### config.mk
export PLATFORM = sky130hd
export DESIGN_NAME = ucie_ctl_sb_tx_arbiter_flat
export DESIGN_NICKNAME = d
export VERILOG_FILES = /design/src/rtl/ucie_ctl_sb_tx_arbiter_pkg.sv /design/src/rtl/ucie_ctl_sb_tx_arbiter_if.sv /design/src/rtl/ucie_ctl_sb_tx_arbiter_rr.sv /design/src/rtl/ucie_ctl_sb_tx_arbiter.sv /design/src/flat_wrapper.sv
export SDC_FILE = /design/constraint.sdc
export NUM_CORES = 1
export LEC_CHECK = 0
export BUFFER_PORTS_ARGS = -buffer_cell sky130_fd_sc_hd__clkbuf_2
export CAP_MARGIN = 20
export CORE_MARGIN = 2
export CORE_UTILIZATION = 30
export DETAILED_ROUTE_END_ITERATION = 8
export GPL_TIMING_DRIVEN = 0
export PLACE_DENSITY = 0.57
export RECOVER_POWER = 50
export SLEW_MARGIN = 20
export SYNTH_ARGS = -nofsm -noshare
export SYNTH_HDL_FRONTEND = slang
export SYNTH_HIERARCHICAL = 1
export SYNTH_SLANG_ARGS = --single-unit
export TNS_END_PERCENT = 5
### constraint.sdc
create_clock -name i_clk -period 3 [get_ports i_clk]
set_input_delay 0.3 -clock i_clk [delete_from_list [all_inputs] [get_ports i_clk]]
set_output_delay 0.3 -clock i_clk [all_outputs]
set_load 0.02 [all_outputs]
### src/rtl/ucie_ctl_sb_tx_arbiter_pkg.sv
// Shared definitions for the sideband TX arbiter: requester count and
// indices, message field widths, FSM state encoding and a beat-count helper.
package ucie_ctl_sb_tx_arbiter_pkg;

  localparam int unsigned NUM_REQ    = 3;
  localparam int unsigned MSG_HDR_W  = 32;
  localparam int unsigned MSG_DATA_W = 32;
  localparam int unsigned MSG_W      = MSG_HDR_W + MSG_DATA_W;

  // Requester indices into the request vector
  localparam int unsigned REQ_LSM    = 0;
  localparam int unsigned REQ_ADVCAP = 1;
  localparam int unsigned REQ_ERR    = 2;

  // FSM state encoding
  localparam logic [0:0] ST_IDLE = 1'b0;
  localparam logic [0:0] ST_SEND = 1'b1;

  typedef logic [NUM_REQ-1:0] req_vec_t;

  // Header sits in the low half so it goes out first when serialized LSB-first
  typedef struct packed {
    logic [MSG_DATA_W-1:0] data;
    logic [MSG_HDR_W-1:0]  hdr;
  } msg_t;

  // Number of bus beats needed for a message on an n-bit bus
  function automatic int unsigned msg_beats(input logic has_data, input int unsigned n);
    return has_data ? (MSG_W / n) : (MSG_HDR_W / n);
  endfunction

endpackage

### src/rtl/ucie_ctl_sb_tx_arbiter_if.sv
// Sideband TX arbiter bundle.
//   i_req / i_req_hdr / i_req_data / i_req_has_data : per-requester message offers
//   i_pl_cfg_crd   : credit return pulse from the link partner
//   o_ack          : one-cycle pulse to the granted requester on its last beat
//   o_lp_cfg(_vld) : serialized message beat and its strobe
//   o_busy         : message in flight
//   o_crd_count    : current transmit credit count
// The master modport is the requester/partner side, the slave modport the arbiter.
interface ucie_ctl_sb_tx_arbiter_if
  import ucie_ctl_sb_tx_arbiter_pkg::*;
#(
  parameter int unsigned N     = 8,
  parameter int unsigned CRD_W = 3
);

  logic [NUM_REQ-1:0]            i_req;
  logic [NUM_REQ*MSG_HDR_W-1:0]  i_req_hdr;
  logic [NUM_REQ*MSG_DATA_W-1:0] i_req_data;
  logic [NUM_REQ-1:0]            i_req_has_data;
  logic                          i_pl_cfg_crd;
  logic [NUM_REQ-1:0]            o_ack;
  logic [N-1:0]                  o_lp_cfg;
  logic                          o_lp_cfg_vld;
  logic                          o_busy;
  logic [CRD_W-1:0]              o_crd_count;

  modport master (
    output i_req, i_req_hdr, i_req_data, i_req_has_data, i_pl_cfg_crd,
    input  o_ack, o_lp_cfg, o_lp_cfg_vld, o_busy, o_crd_count
  );

  modport slave (
    input  i_req, i_req_hdr, i_req_data, i_req_has_data, i_pl_cfg_crd,
    output o_ack, o_lp_cfg, o_lp_cfg_vld, o_busy, o_crd_count
  );

endinterface

### src/rtl/ucie_ctl_sb_tx_arbiter_rr.sv
// Three-way round-robin arbiter.
//   clk_i, rst_ni : clock, asynchronous active-low reset
//   req_i         : request vector
//   en_i          : load the winner into the last-grant pointer
//   gnt_o         : one-hot grant (zero when nothing requests)
//   ptr_o         : index of the winner, i.e. the pointer value after a load
// Search starts one past the last grant; reset pointer makes requester 0 first.
module ucie_ctl_sb_tx_arbiter_rr
  import ucie_ctl_sb_tx_arbiter_pkg::*;
(
  input  logic               clk_i,
  input  logic               rst_ni,
  input  logic [NUM_REQ-1:0] req_i,
  input  logic               en_i,
  output logic [NUM_REQ-1:0] gnt_o,
  output logic [1:0]         ptr_o
);

  logic [1:0] ptr_q;
  logic [1:0] idx;

  // Walk from farthest to nearest so the nearest requester overwrites the rest
  always_comb begin
    gnt_o = '0;
    ptr_o = ptr_q;
    idx   = '0;
    for (int i = NUM_REQ; i >= 1; i--) begin
      idx = 2'((int'(ptr_q) + i) % NUM_REQ);
      if (req_i[idx]) begin
        gnt_o      = '0;
        gnt_o[idx] = 1'b1;
        ptr_o      = idx;
      end
    end
  end

  always_ff @(posedge clk_i or negedge rst_ni) begin
    if (!rst_ni) begin
      ptr_q <= 2'(REQ_ERR);
    end else if (en_i && (|req_i)) begin
      ptr_q <= ptr_o;
    end
  end

endmodule

### src/rtl/ucie_ctl_sb_tx_arbiter.sv
// Sideband TX scheduler. Arbitrates round-robin between the link-state,
// advertised-capability and error requesters, latches the winning message and
// serializes it LSB-first in N-bit beats, gated by partner credits.
//   i_clk, i_rst : clock, asynchronous active-low reset
//   sb (slave)   : requests, payloads, credit return in; beats, ack, status out
module ucie_ctl_sb_tx_arbiter
  import ucie_ctl_sb_tx_arbiter_pkg::*;
#(
  parameter int unsigned N       = 8,
  parameter int unsigned CRD_MAX = 4,
  parameter int unsigned CRD_W   = 3
) (
  input logic                    i_clk,
  input logic                    i_rst,
  ucie_ctl_sb_tx_arbiter_if.slave sb
);

  localparam int unsigned BEAT_W = 7;

  if ((MSG_HDR_W % N) != 0) begin : g_bad_width
    $error("N must divide 32");
  end
  if (CRD_MAX >= (1 << CRD_W)) begin : g_bad_crd
    $error("CRD_W too narrow for CRD_MAX");
  end

  logic [0:0]         state_q;
  logic [MSG_W-1:0]   sh_q;
  logic               has_data_q;
  logic [BEAT_W-1:0]  beat_q;
  logic [BEAT_W-1:0]  last_q;
  logic [NUM_REQ-1:0] gnt_q;
  logic [NUM_REQ-1:0] ack_q;
  logic [CRD_W-1:0]   crd_q;
  logic [CRD_W-1:0]   crd_d;

  logic               grant;
  logic [NUM_REQ-1:0] gnt_oh;
  logic [1:0]         gnt_idx;
  msg_t               win_msg;
  logic               win_has_data;
  logic [BEAT_W-1:0]  win_last;

  assign grant = (state_q == ST_IDLE) && (|sb.i_req) && (crd_q != '0);

  ucie_ctl_sb_tx_arbiter_rr u_rr (
    .clk_i  (i_clk),
    .rst_ni (i_rst),
    .req_i  (sb.i_req),
    .en_i   (grant),
    .gnt_o  (gnt_oh),
    .ptr_o  (gnt_idx)
  );

  always_comb begin
    win_msg.hdr  = sb.i_req_hdr[gnt_idx*MSG_HDR_W +: MSG_HDR_W];
    win_msg.data = sb.i_req_data[gnt_idx*MSG_DATA_W +: MSG_DATA_W];
    win_has_data = sb.i_req_has_data[gnt_idx];
    win_last     = BEAT_W'(msg_beats(win_has_data, N) - 1);
    last_q       = BEAT_W'(msg_beats(has_data_q, N) - 1);
  end

  // Grant and credit return in the same cycle cancel; returns saturate at CRD_MAX
  always_comb begin
    crd_d = crd_q;
    case ({grant, sb.i_pl_cfg_crd})
      2'b10:   crd_d = crd_q - CRD_W'(1);
      2'b01:   if (crd_q != CRD_W'(CRD_MAX)) crd_d = crd_q + CRD_W'(1);
      default: crd_d = crd_q;
    endcase
  end

  // The shift register low bits are the current beat; ack is registered one
  // beat ahead so it lines up with the last beat on the bus.
  always_ff @(posedge i_clk or negedge i_rst) begin
    if (!i_rst) begin
      state_q    <= ST_IDLE;
      sh_q       <= '0;
      has_data_q <= 1'b0;
      beat_q     <= '0;
      gnt_q      <= '0;
      ack_q      <= '0;
      crd_q      <= CRD_W'(CRD_MAX);
    end else begin
      crd_q <= crd_d;
      case (state_q)
        ST_IDLE: begin
          if (grant) begin
            state_q    <= ST_SEND;
            sh_q       <= win_msg;
            has_data_q <= win_has_data;
            beat_q     <= '0;
            gnt_q      <= gnt_oh;
            ack_q      <= (win_last == '0) ? gnt_oh : '0;
          end
        end
        ST_SEND: begin
          if (beat_q == last_q) begin
            state_q <= ST_IDLE;
            sh_q    <= '0;
            gnt_q   <= '0;
            ack_q   <= '0;
          end else begin
            beat_q <= beat_q + BEAT_W'(1);
            sh_q   <= sh_q >> N;
            ack_q  <= ((beat_q + BEAT_W'(1)) == last_q) ? gnt_q : '0;
          end
        end
        default: state_q <= ST_IDLE;
      endcase
    end
  end

  assign sb.o_lp_cfg     = sh_q[N-1:0];
  assign sb.o_lp_cfg_vld = (state_q == ST_SEND);
  assign sb.o_busy       = (state_q == ST_SEND);
  assign sb.o_ack        = ack_q;
  assign sb.o_crd_count  = crd_q;

endmodule
### src/flat_wrapper.sv
// flat-port wrapper written by rule: the top's interface ports become plain ports
module ucie_ctl_sb_tx_arbiter_flat import ucie_ctl_sb_tx_arbiter_pkg::*;
#(
  parameter int unsigned N       = 8,
  parameter int unsigned CRD_MAX = 4,
  parameter int unsigned CRD_W   = 3
)
  (i_clk, i_rst, sb_i_req, sb_i_req_hdr, sb_i_req_data, sb_i_req_has_data, sb_i_pl_cfg_crd, sb_o_ack, sb_o_lp_cfg, sb_o_lp_cfg_vld, sb_o_busy, sb_o_crd_count);
  ucie_ctl_sb_tx_arbiter_if #(.N(N), .CRD_W(CRD_W)) sb_i ();
  input logic i_clk;
  input logic i_rst;
  input wire logic [$bits(sb_i.i_req)-1:0] sb_i_req;
  input wire logic [$bits(sb_i.i_req_hdr)-1:0] sb_i_req_hdr;
  input wire logic [$bits(sb_i.i_req_data)-1:0] sb_i_req_data;
  input wire logic [$bits(sb_i.i_req_has_data)-1:0] sb_i_req_has_data;
  input wire logic [$bits(sb_i.i_pl_cfg_crd)-1:0] sb_i_pl_cfg_crd;
  output wire logic [$bits(sb_i.o_ack)-1:0] sb_o_ack;
  output wire logic [$bits(sb_i.o_lp_cfg)-1:0] sb_o_lp_cfg;
  output wire logic [$bits(sb_i.o_lp_cfg_vld)-1:0] sb_o_lp_cfg_vld;
  output wire logic [$bits(sb_i.o_busy)-1:0] sb_o_busy;
  output wire logic [$bits(sb_i.o_crd_count)-1:0] sb_o_crd_count;
  assign sb_i.i_req = sb_i_req;
  assign sb_i.i_req_hdr = sb_i_req_hdr;
  assign sb_i.i_req_data = sb_i_req_data;
  assign sb_i.i_req_has_data = sb_i_req_has_data;
  assign sb_i.i_pl_cfg_crd = sb_i_pl_cfg_crd;
  assign sb_o_ack = sb_i.o_ack;
  assign sb_o_lp_cfg = sb_i.o_lp_cfg;
  assign sb_o_lp_cfg_vld = sb_i.o_lp_cfg_vld;
  assign sb_o_busy = sb_i.o_busy;
  assign sb_o_crd_count = sb_i.o_crd_count;
  ucie_ctl_sb_tx_arbiter #(.N(N), .CRD_MAX(CRD_MAX), .CRD_W(CRD_W)) u_core (.i_clk(i_clk), .i_rst(i_rst), .sb(sb_i));
endmodule
# After elaboration in Yosys (flattened, before gate mapping)
# Cells that the tools add are included.
[totals] ff_bits=84 elab_cells=93 output_inout_bits=16 inputBits=201
[classes] mux=41 n_div=3 n_reduce_logical=14 n_lt_le_gt_ge=7 shift=2 bitwise=1 n_addsub=8 eq_ne=9
[ops] op="96-bit by 8-bit indexed part select with 32-bit output" n=2
[ops] op="64-bit one-hot mux with 2 select lines" n=1
[ops] op="32-bit by 2-bit modulo with 32-bit output (second input constant)" n=3
[ops] op="64-bit two-way mux" n=1
[ops] op="56-bit two-way mux" n=1
[ops] op="3-bit two-way mux" n=10
[ops] op="3-bit one-hot mux with 2 select lines" n=3
[ops] op="7-bit == test" n=2
[ops] op="7-bit two-way mux" n=2
[ops] op="7-bit one-hot mux with 2 select lines" n=1
[ops] op="7-bit by 1-bit subtractor with 7-bit output (second input constant)" n=2
[ops] op="2-bit by 3-bit less-than comparator with 1-bit output (second input constant)" n=4
[ops] op="1-bit two-way mux" n=9
[ops] op="1-bit binary-select mux with 2-bit select" n=4
[ops] op="4-bit two-way mux" n=2
[ops] op="2-bit AND reduction" n=4
[ops] op="7-bit by 1-bit adder with 7-bit output (second input constant)" n=1
[ops] op="7-bit logical NOT" n=1
[ops] op="2-bit by 2-bit adder with 3-bit output (second input constant)" n=2
[ops] op="1-bit demux with 2-bit select" n=3
[ops] op="2-bit by 1-bit >= comparator with 1-bit output (second input constant)" n=3
[ops] op="1-bit logical AND" n=6
[ops] op="2-bit two-way mux" n=3
[ops] op="2-bit by 1-bit inequality test with 1-bit output (second input constant)" n=2
[ops] op="other kinds (12)" n=13

# Depth between registers and ports, before layout
# Gate-level depths: netlist of run 1.
[depth] ltp_word=15 ltp_mapped=13 ltp_nobuf=10

# Modules after synthesis
# Netlist of run 1, hierarchy kept.
[by_module_without_submodules] mod="ucie_ctl_sb_tx_arbiter" area_per_inst_um2=5282.6 seq_area_each_um2=2053.2 n_inst=1 cells_per_inst=559
[by_module_without_submodules] mod="ucie_ctl_sb_tx_arbiter_rr" area_per_inst_um2=424.2 seq_area_each_um2=51.3 n_inst=1 cells_per_inst=50

# Least setup slack after synthesis of run 1
# No wires, ideal clock.
[synth_timing] kind="register to register" from="register u_core.u_rr.ptr_q[1]" to="register u_core.sh_q[55]" setup_ns=0.132 slack_ns=0.154 synth_period_minus_slack_ns=2.846 path_stages_with_launch=13 n_path_buf=2 required_ns=2.868 t_arrival_ns=2.714 path_cell_list="dfstp_2 > inv_1 > ha_1 > mux2i_1 > o211ai_1 > a21boi_0 > o21ai_0 > buf_2 > buf_2 > mux2i_1 > a2bb2oi_1 > a2bb2oi_1 > o21ai_1"
[synth_between] elab_chain_len=10 elab_cells_between_ends=18 cone_classes="add/sub (3); div (3); shift (1); mux (11)"
[synth_rtl] element="start: declaration" line="ucie_ctl_sb_tx_arbiter_rr.sv:19" rtl="logic [1:0] ptr_q;"
[synth_rtl] element="start signal: assignment" line="ucie_ctl_sb_tx_arbiter_rr.sv:39" rtl="ptr_q <= 2'(REQ_ERR);"
[synth_rtl] element="start signal: assignment" line="ucie_ctl_sb_tx_arbiter_rr.sv:41" rtl="ptr_q <= ptr_o;"
[synth_rtl] element="2-bit by 2-bit adder with 3-bit output" line="ucie_ctl_sb_tx_arbiter_rr.sv:28" rtl="idx = 2'((int'(ptr_q) + i) % NUM_REQ);"
[synth_rtl] element="32-bit by 2-bit modulo with 32-bit output" line="ucie_ctl_sb_tx_arbiter_rr.sv:28"
[synth_rtl] element="1-bit binary-select mux with 2-bit select" line="ucie_ctl_sb_tx_arbiter_rr.sv:29" rtl="if (req_i[idx]) begin"
[synth_rtl] element="1-bit two-way mux (implied by the code)" line="ucie_ctl_sb_tx_arbiter_rr.sv:29"
[synth_rtl] element="2-bit two-way mux (2 in a row)" line="ucie_ctl_sb_tx_arbiter_rr.sv:29"
[synth_rtl] element="2-bit two-way mux *" line="ucie_ctl_sb_tx_arbiter_rr.sv:29"
[synth_rtl] element="named net u_core.gnt_idx[1]" line="ucie_ctl_sb_tx_arbiter.sv:39" rtl="logic [1:0] gnt_idx;"
[synth_rtl] element="96-bit by 8-bit indexed part select with 32-bit output *" line="ucie_ctl_sb_tx_arbiter.sv:57" rtl="win_msg.data = sb.i_req_data[gnt_idx*MSG_DATA_W +: MSG_DATA_W];"
[synth_rtl] element="64-bit two-way mux *" line="ucie_ctl_sb_tx_arbiter.sv:88" rtl="if (grant) begin"
[synth_rtl] element="64-bit one-hot mux with 2 select lines *" line="ucie_ctl_sb_tx_arbiter.sv:86" rtl="case (state_q)"
[synth_rtl] element="end signal: assignment" line="ucie_ctl_sb_tx_arbiter.sv:90" rtl="sh_q <= win_msg;"
[synth_rtl] element="end signal: assignment" line="ucie_ctl_sb_tx_arbiter.sv:105" rtl="sh_q <= sh_q >> N;"
[synth_rtl] element="end: declaration" line="ucie_ctl_sb_tx_arbiter.sv:28" rtl="logic [MSG_W-1:0] sh_q;"
# Mark *: on every way through the listed nets, which the timed path passes. The rest lies on a longest branch. The select of a mux whose other input is x is not followed.
# A chain may end at the register's enable or synchronous reset.

# Worst setup path after layout of run 1
[layout_timing] from="register u_core.u_rr.ptr_q[1]" to="register u_core.sh_q[42]"
# Same word-level chain as after synthesis.

==> impl_metrics.py, run 1 <==
metrics = {
    "pwr": {
        "p_per_area_mw_per_mm2": 390,
        "p_sw_uw": 852,
        "clkPwrFrac": 0.373,
        "pwr-share-seq": 0.400,
        "ir_drop_mv": 0.297,
        "intPower_mw": 2.16,
        "combPwrFrac": 0.226,
        "leakage_nw": 3.58,
        "finalPower_mw": 3.01,
        "switching_share": 0.283,
    },
    "grt": {
        "antenna_found_initial": 0,
        "grt_pass1_wl_mm": 27.6,
        "grt_max_degree": 85,
        "first_global_vias": 5359,
        "grt_util_all_layers": 0.176,
        "grt_overflow": 0,
    },
    "job": {
        "drv_cap": 1,
    },
    "critical_path": {
        "cp-endpoint": "u_core/sh_q[42]",
        "slowest_stage": "dfstp_2",
        "ff2ff_setup_slack_ns": 0.04,
        "start_kind": "register",
        "crit_chain": "ha_2 -> mux2i_4 -> o221ai_2 -> o21ai_1 -> buf_6 -> buf_12 -> mux2i_2 -> a2bb2oi_1 -> a2bb2oi_1 -> o21ai_0",
        "path_max_fanout": 10,
        "crit_required_ns": 3.21,
        "crit_path_start": "u_core/u_rr/ptr_q[1]",
        "critPathKind": "register to register",
        "crit_arrival_ns": 3.17,
        "critPathMostFrequentCell": "a2bb2oi_1",
        "r2r-start": "u_core/u_rr/ptr_q[1]",
        "r2r-end": "u_core/sh_q[42]",
        "end_kind": "register",
        "reg2reg_depth": 10,
        "cp_slowest_stage_delay_ns": 0.58,
    },
    "detailed_routing": {
        "dr.pass1.iters": 4,
        "ant_nets": 0,
        "routedWlPerCell_um": 16.6,
        "routed_via_density": 5.11,
        "drt_iter0_drc": 261,
        "drt_wl_total_mm": 17.9,
        "drc_errors": 0,
        "vias": 5527,
    },
    "floorplanning": {
        "rows": 50,
        "start_util": 0.305,
        "core_area_mm2": 0.0187,
        "die_h_um": 142,
        "dieArea_mm2": 0.0201,
        "die_w_um": 142,
        "io_pins": 217,
    },
    "sta": {
        "finClkSkew_ns": 0.00649,
        "tightest_slew_ns": 2.15,
        "fmax_ghz": 0.338,
        "final_hold_viol_count": 0,
        "rsz0062_at_grt": "yes",
        "slew-limit-headroom": -0.434,
        "setup_ws_ns": 0.0441,
        "final_max_slew_viol_count": 85,
        "min_period_ns": 2.96,
        "finalCritPeriodShare": 0.985,
        "finalSetupTns_ns": 0,
        "setup_violations": 0,
    },
    "clock_tree": {
        "worstSkewPairLatency_ns": 0.35,
        "clock_path_buffers": 2,
        "cts_buffers": 9,
        "cts_sinks": 84,
        "cts_hold_buf": 0,
        "htreeDepth": 3,
        "cts_tree": "done",
        "cts.clk_slew.worst_paths_ns": 0.06,
        "cts_root_buffer": "clkbuf_16",
    },
    "yosys": {
        "synthFlopType": "dfrtp_1",
        "ys_async_sr_fraction": 1.00,
        "synth_area_per_cell_um2": 9.37,
        "synth_warnings": 6,
        "ys_ff_latch": 84,
        "synth_cells": 609,
        "synth_edf_count": 0,
        "syn_area_mm2": 0.00571,
        "syn_nets": 817,
        "seq_area_frac_synth": 0.369,
        "synth_cell_type_count": 56,
    },
    "placed_design": {
        "port_buffers": 215,
        "place.gp.congestion": 0.819,
        "hpwlAfterDp_mm": 13.6,
        "dp_slack_ns": -0.722,
    },
    "outcome": {
        "outcome": "finished, violations left",
        "failed_checks": "capacitance limit, slew limit",
    },
    "layout": {
        "utilization": 0.412,
        "area_growth_pct": 35.2,
        "layout_common_cells": "clkbuf_2 (218), a2bb2oi_1 (93), dfrtp_1 (82)",
        "fin_nets": 1050,
        "drive_above_1_share": 0.383,
        "layout_commonest_cell": "clkbuf_2",
        "antenna_cells": 0,
    },
    "min_path": {
        "hp-class": "primary input to register",
    },
}
## registers in the layout, indices dropped and copies added, names as in the netlist
signal and cells:
u_core/sh_q 64, u_core/beat_q 7, u_core/gnt_q 3, u_core/sb.o_ack 3
u_core/sb.o_crd_count 3, u_core/u_rr/ptr_q 2, u_core/has_data_q 1, u_core/sb.o_busy 1
## synthesized netlist by cell type (all sizes together) (4+ instances only)
cell type	count	area, um2
ha	6	75.1
buf	33	236
o21ai	72	368
nor3	5	25.0
nand3	8	40.0
a2bb2oi	112	981
inv	7	26.3
clkbuf	31	116
nor2	24	90.1
o31ai	6	77.6
a21oi	16	80.1
a211oi	9	67.6
nand2	71	267
dfrtp	82	2050
nand4	4	25.0
mux2i	71	714
nand3b	4	30.0
## logic make-up after synthesis
| group | count (synthesis) | synth area share |
|---|---|---|
| DFF | 84 | 0.369 |
| AOI/OAI and AO/OA | 240 | 0.312 |
| muxes | 72 | 0.127 |
| xor gates and xnor gates | 6 | 0.00921 |
| and+or+nand+nor | 128 | 0.0987 |
| adders and majority gates | 7 | 0.0167 |
| buffers and inverters | 72 | 0.0671 |
## through the flow
step                      cell area [um2]  std cells  hold slack (ns)
after floorplan                      5710        609          0.00441
after global placement               7080       1058            0.465
after detailed placement             7080       1058            0.411
after CTS                            7510       1078           0.0378
after global routing                 7710       1081            0.294
final                                7710       1081            0.262
## power by group through the flow
stage | clock (mW) | combinational [mW] | sequential [mW]
after detailed placement | 0 | 0.629 | 1.23
after global routing | 1.21 | 0.747 | 1.21
after global placement | 0 | 0.626 | 1.23
after CTS | 1.15 | 0.652 | 1.20
after floorplan | 0 | 0.343 | 1.24
final | 1.12 | 0.681 | 1.20
## how the worst min path moves through the flow
| stage | start | to | slack [ns] | cells past startpoint |
|---|---|---|---|---|
| 2_1_floorplan | i_rst | u_core/beat_q[0] | 0.004 | 0 |
| 3_3_place_gp | u_core/sh_q[6] | u_core/sh_q[6] | 0.47 | 2 |
| 3_5_place_dp | i_rst | u_core/sh_q[56] | 0.41 | 1 |
| 4_1_cts | i_rst | u_core/beat_q[4] | 0.04 | 1 |
| 5_1_grt | sb_i_req_data[59] | u_core/sh_q[59] | 0.29 | 3 |
| 6_report | sb_i_req_data[59] | u_core/sh_q[59] | 0.26 | 3 |
## area by class of cell
class	instances	area [um2]
sequential	84	2100
clock buffer	11	233
inverter	8	30.0
timing repair buffer	223	1140
clock inverter	5	60.1
tap	234	293
multi-input combinational	453	3410
fill	1876	11000
buffer	63	453
## critical path: cells and delay by family (launching register included)
kind            cells  cell delay [ns]
compound gates      5             0.94
fa+ha+maj           1             0.30
buf+inv             2             0.40
flops               1             0.58
mux                 2             0.60
## what timing repair did
| item | CTS | global route |
|---|---|---|
| cloned | 0 | 1 |
| resized for setup | 37 | 53 |
| setup endpoints to repair | 65 | 63 |
| pin swaps | 1 | 3 |
| setup buffers | 4 | 3 |
## metal layers
| layer | vias up | share of wire | global-route usage |
|---|---|---|---|
| li1 | 2760 | - | - |
| met5 | - | 0 | 0 |
| met1 | 2580 | 0.45 | 0.235 |
| met4 | 0 | 0.014 | 0.0468 |
| met2 | 172 | 0.49 | 0.299 |
| met3 | 15 | 0.047 | 0.0263 |
Note: power is estimated with default switching activity, not from simulation.
==> run 2, diff against run 1 <==
--- a/config.mk
+++ b/config.mk
@@ -7,11 +7,12 @@
 export LEC_CHECK = 0
 export BUFFER_PORTS_ARGS = -buffer_cell sky130_fd_sc_hd__clkbuf_2
 export CAP_MARGIN = 20
+export CORE_ASPECT_RATIO = 0.9
 export CORE_MARGIN = 2
-export CORE_UTILIZATION = 30
+export CORE_UTILIZATION = 45
 export DETAILED_ROUTE_END_ITERATION = 8
 export GPL_TIMING_DRIVEN = 0
-export PLACE_DENSITY = 0.57
+export PLACE_DENSITY = 0.79
 export RECOVER_POWER = 50
 export SLEW_MARGIN = 20
 export SYNTH_ARGS = -nofsm -noshare
==> run 2 against run 1 <==
- the run still ends with capacitance limit, slew limit left
- clock skew grew 0.0024 ns
- first-iteration DRC count up 40%
- clock power hardly changed
- highest routed layer unchanged
- critical endpoint is now u_core/sh_q[33]
- cell area down 0.36%
- total power rose by 0.44%
- sequential cell count unchanged
- largest cell class unchanged
- fmax up 0.96%
- utilization up 20 points
- register-to-register slack improved by 0.03 ns
- hold slack improved by 0.011 ns
==> impl_metrics.py, run 2 (synthesis gave the netlist of run 1 again) <==
metrics = {
    "floorplanning": {
        "die_h_um": 111,
        "dieArea_mm2": 0.0136,
        "die_w_um": 123,
        "core_area_mm2": 0.0125,
        "io_pins": 217,
        "rows": 39,
        "start_util": 0.455,
    },
    "outcome": {
        "failed_checks": "capacitance limit, slew limit",
        "outcome": "finished, violations left",
    },
    "grt": {
        "top_usage_layer": "met2",
        "grt_use_met2": 0.412,
        "gr-usage-met3": 0.0406,
        "gr-usage-met1": 0.331,
        "grt_pass1_wl_mm": 26.8,
        "first_global_vias": 5514,
        "grt_overflow": 0,
        "antenna_found_initial": 0,
        "grt_max_degree": 85,
        "grt_util_all_layers": 0.247,
    },
    "clock_tree": {
        "clock_path_buffers": 2,
        "htreeDepth": 3,
        "cts_tree": "done",
        "cts.clk_slew.worst_paths_ns": 0.07,
        "cts_sinks": 84,
        "worstSkewPairLatency_ns": 0.33,
        "cts_hold_buf": 0,
        "cts_root_buffer": "clkbuf_16",
        "cts_buffers": 9,
    },
    "detailed_routing": {
        "drt_iter0_drc": 365,
        "routedWlPerCell_um": 16.9,
        "routed_via_density": 5.64,
        "vias": 5687,
        "dr.pass1.iters": 5,
        "ant_nets": 0,
        "drt_wl_total_mm": 17.1,
        "drc_errors": 0,
    },
    "critical_path": {
        "crit_arrival_ns": 3.11,
        "path_max_fanout": 10,
        "end_kind": "register",
        "critPathMostFrequentCell": "a2bb2oi_1",
        "crit_required_ns": 3.19,
        "cp_slowest_stage_delay_ns": 0.58,
        "crit_chain": "inv_1 -> ha_4 -> mux2i_4 -> o211ai_1 -> a21boi_2 -> o21ai_4 -> buf_12 -> buf_8 -> mux2i_2 -> a2bb2oi_1 -> a2bb2oi_1 -> o21ai_0",
        "start_kind": "register",
        "critPathKind": "register to register",
        "slowest_stage": "dfstp_2",
    },
    "layout": {
        "fin_nets": 1048,
        "largest_reg_flops": 64,
        "top_regs": "u_core/sh_q x64, u_core/beat_q x7",
        "layout_common_cells": "clkbuf_2 (216), a2bb2oi_1 (95), dfrtp_1 (82)",
        "layout_commonest_cell": "clkbuf_2",
        "top_register": "u_core/sh_q",
        "drive_above_1_share": 0.393,
        "area_growth_pct": 34.7,
        "antenna_cells": 0,
        "finalNonFillerCells": 1008,
        "fin_area_mm2": 0.00769,
    },
    "sta": {
        "rsz0062_at_grt": "yes",
        "tightest_slew_ns": 2.09,
        "timing.hold.ws_ns": 0.273,
        "final_hold_viol_count": 0,
        "min_period_ns": 2.93,
        "fmax_ghz": 0.342,
        "final_max_slew_viol_count": 85,
        "finalCritPeriodShare": 0.976,
        "finClkSkew_ns": 0.00885,
        "slew-limit-headroom": -0.391,
        "setup_violations": 0,
    },
    "placed_design": {
        "placed_cell_area_mm2": 0.00700,
        "place.gp.congestion": 0.873,
        "port_buffers": 215,
        "hpwlAfterDp_mm": 12.4,
        "dp_cells": 988,
    },
    "pwr": {
        "p_per_area_mw_per_mm2": 393,
        "finalPower_mw": 3.02,
        "ir_drop_mv": 0.275,
        "leakage_nw": 3.59,
    },
    "job": {
        "drv_cap": 1,
    },
    "min_path": {
        "hp-class": "primary input to register",
    },
}
## run 2: routing by layer
layer	wire length, um	vias to the layer above
met5	0	-
met4	275	0
li1	-	2752
met3	1060	16
met2	8300	192
met1	7440	2727
## run 2: worst paths after layout
check	start	end	slack [ns]	depth (start not counted)
min in group asynchronous	i_rst	u_core/sh_q[62]	0.57	1
hold reg to reg	u_core/sh_q[22]	u_core/sh_q[22]	0.48	2
setup reg to reg	u_core/u_rr/ptr_q[1]	u_core/sh_q[33]	0.07	12
hold / removal	sb_i_req_data[59]	u_core/sh_q[59]	0.27	3
max in group asynchronous	i_rst	u_core/sh_q[4]	1.19	1
setup / recovery	u_core/u_rr/ptr_q[1]	u_core/sh_q[33]	0.07	12
## run 2: layout make-up
type	count	area (um2)
tap	164	205
sequential	84	2100
fill	1095	4850
clock buffer	11	253
multi-input combinational	453	3440
buffer	63	455
clock inverter	4	48.8
inverter	8	30.0
timing repair buffer	221	1150
## run 2: power by group
| group | total (mW) | leakage (nW) | internal (mW) | switching [mW] |
|---|---|---|---|---|
| Sequential | 1.21 | 1.14 | 1.16 | 0.0459 |
| Clock | 1.13 | 0.151 | 0.685 | 0.444 |
| Combinational | 0.690 | 2.30 | 0.354 | 0.336 |
| Total | 3.02 | 3.59 | 2.20 | 0.825 |
## run 2: through the flow
stage / setup TNS [ns] / util / setup slack, ns
detailed placement: -31.11 / 0.558 / -0.692
finish: 0 / 0.613 / 0.0722
global route: -2.69 / 0.613 / -0.0968
global placement: -26.48 / 0.557 / -0.603
floorplan: 0 / - / 0.154
CTS: 0 / 0.596 / 0.0104
## run 2: what timing repair did
item                                    4_1_cts  5_1_grt
endpoints found under the setup margin       65       67
buffers inserted                              3        2
pin swaps                                     2        2
gates resized for setup                      39       57
gates cloned                                  1        0
## run 2: worst max-delay path: cells and delay by family (launching register included)
family	cells	cell delay (ns)
AOI/OAI and AO/OA	6	1.10
adders and majority gates	1	0.21
buffers and inverters	3	0.47
DFF	1	0.58
muxes	2	0.43
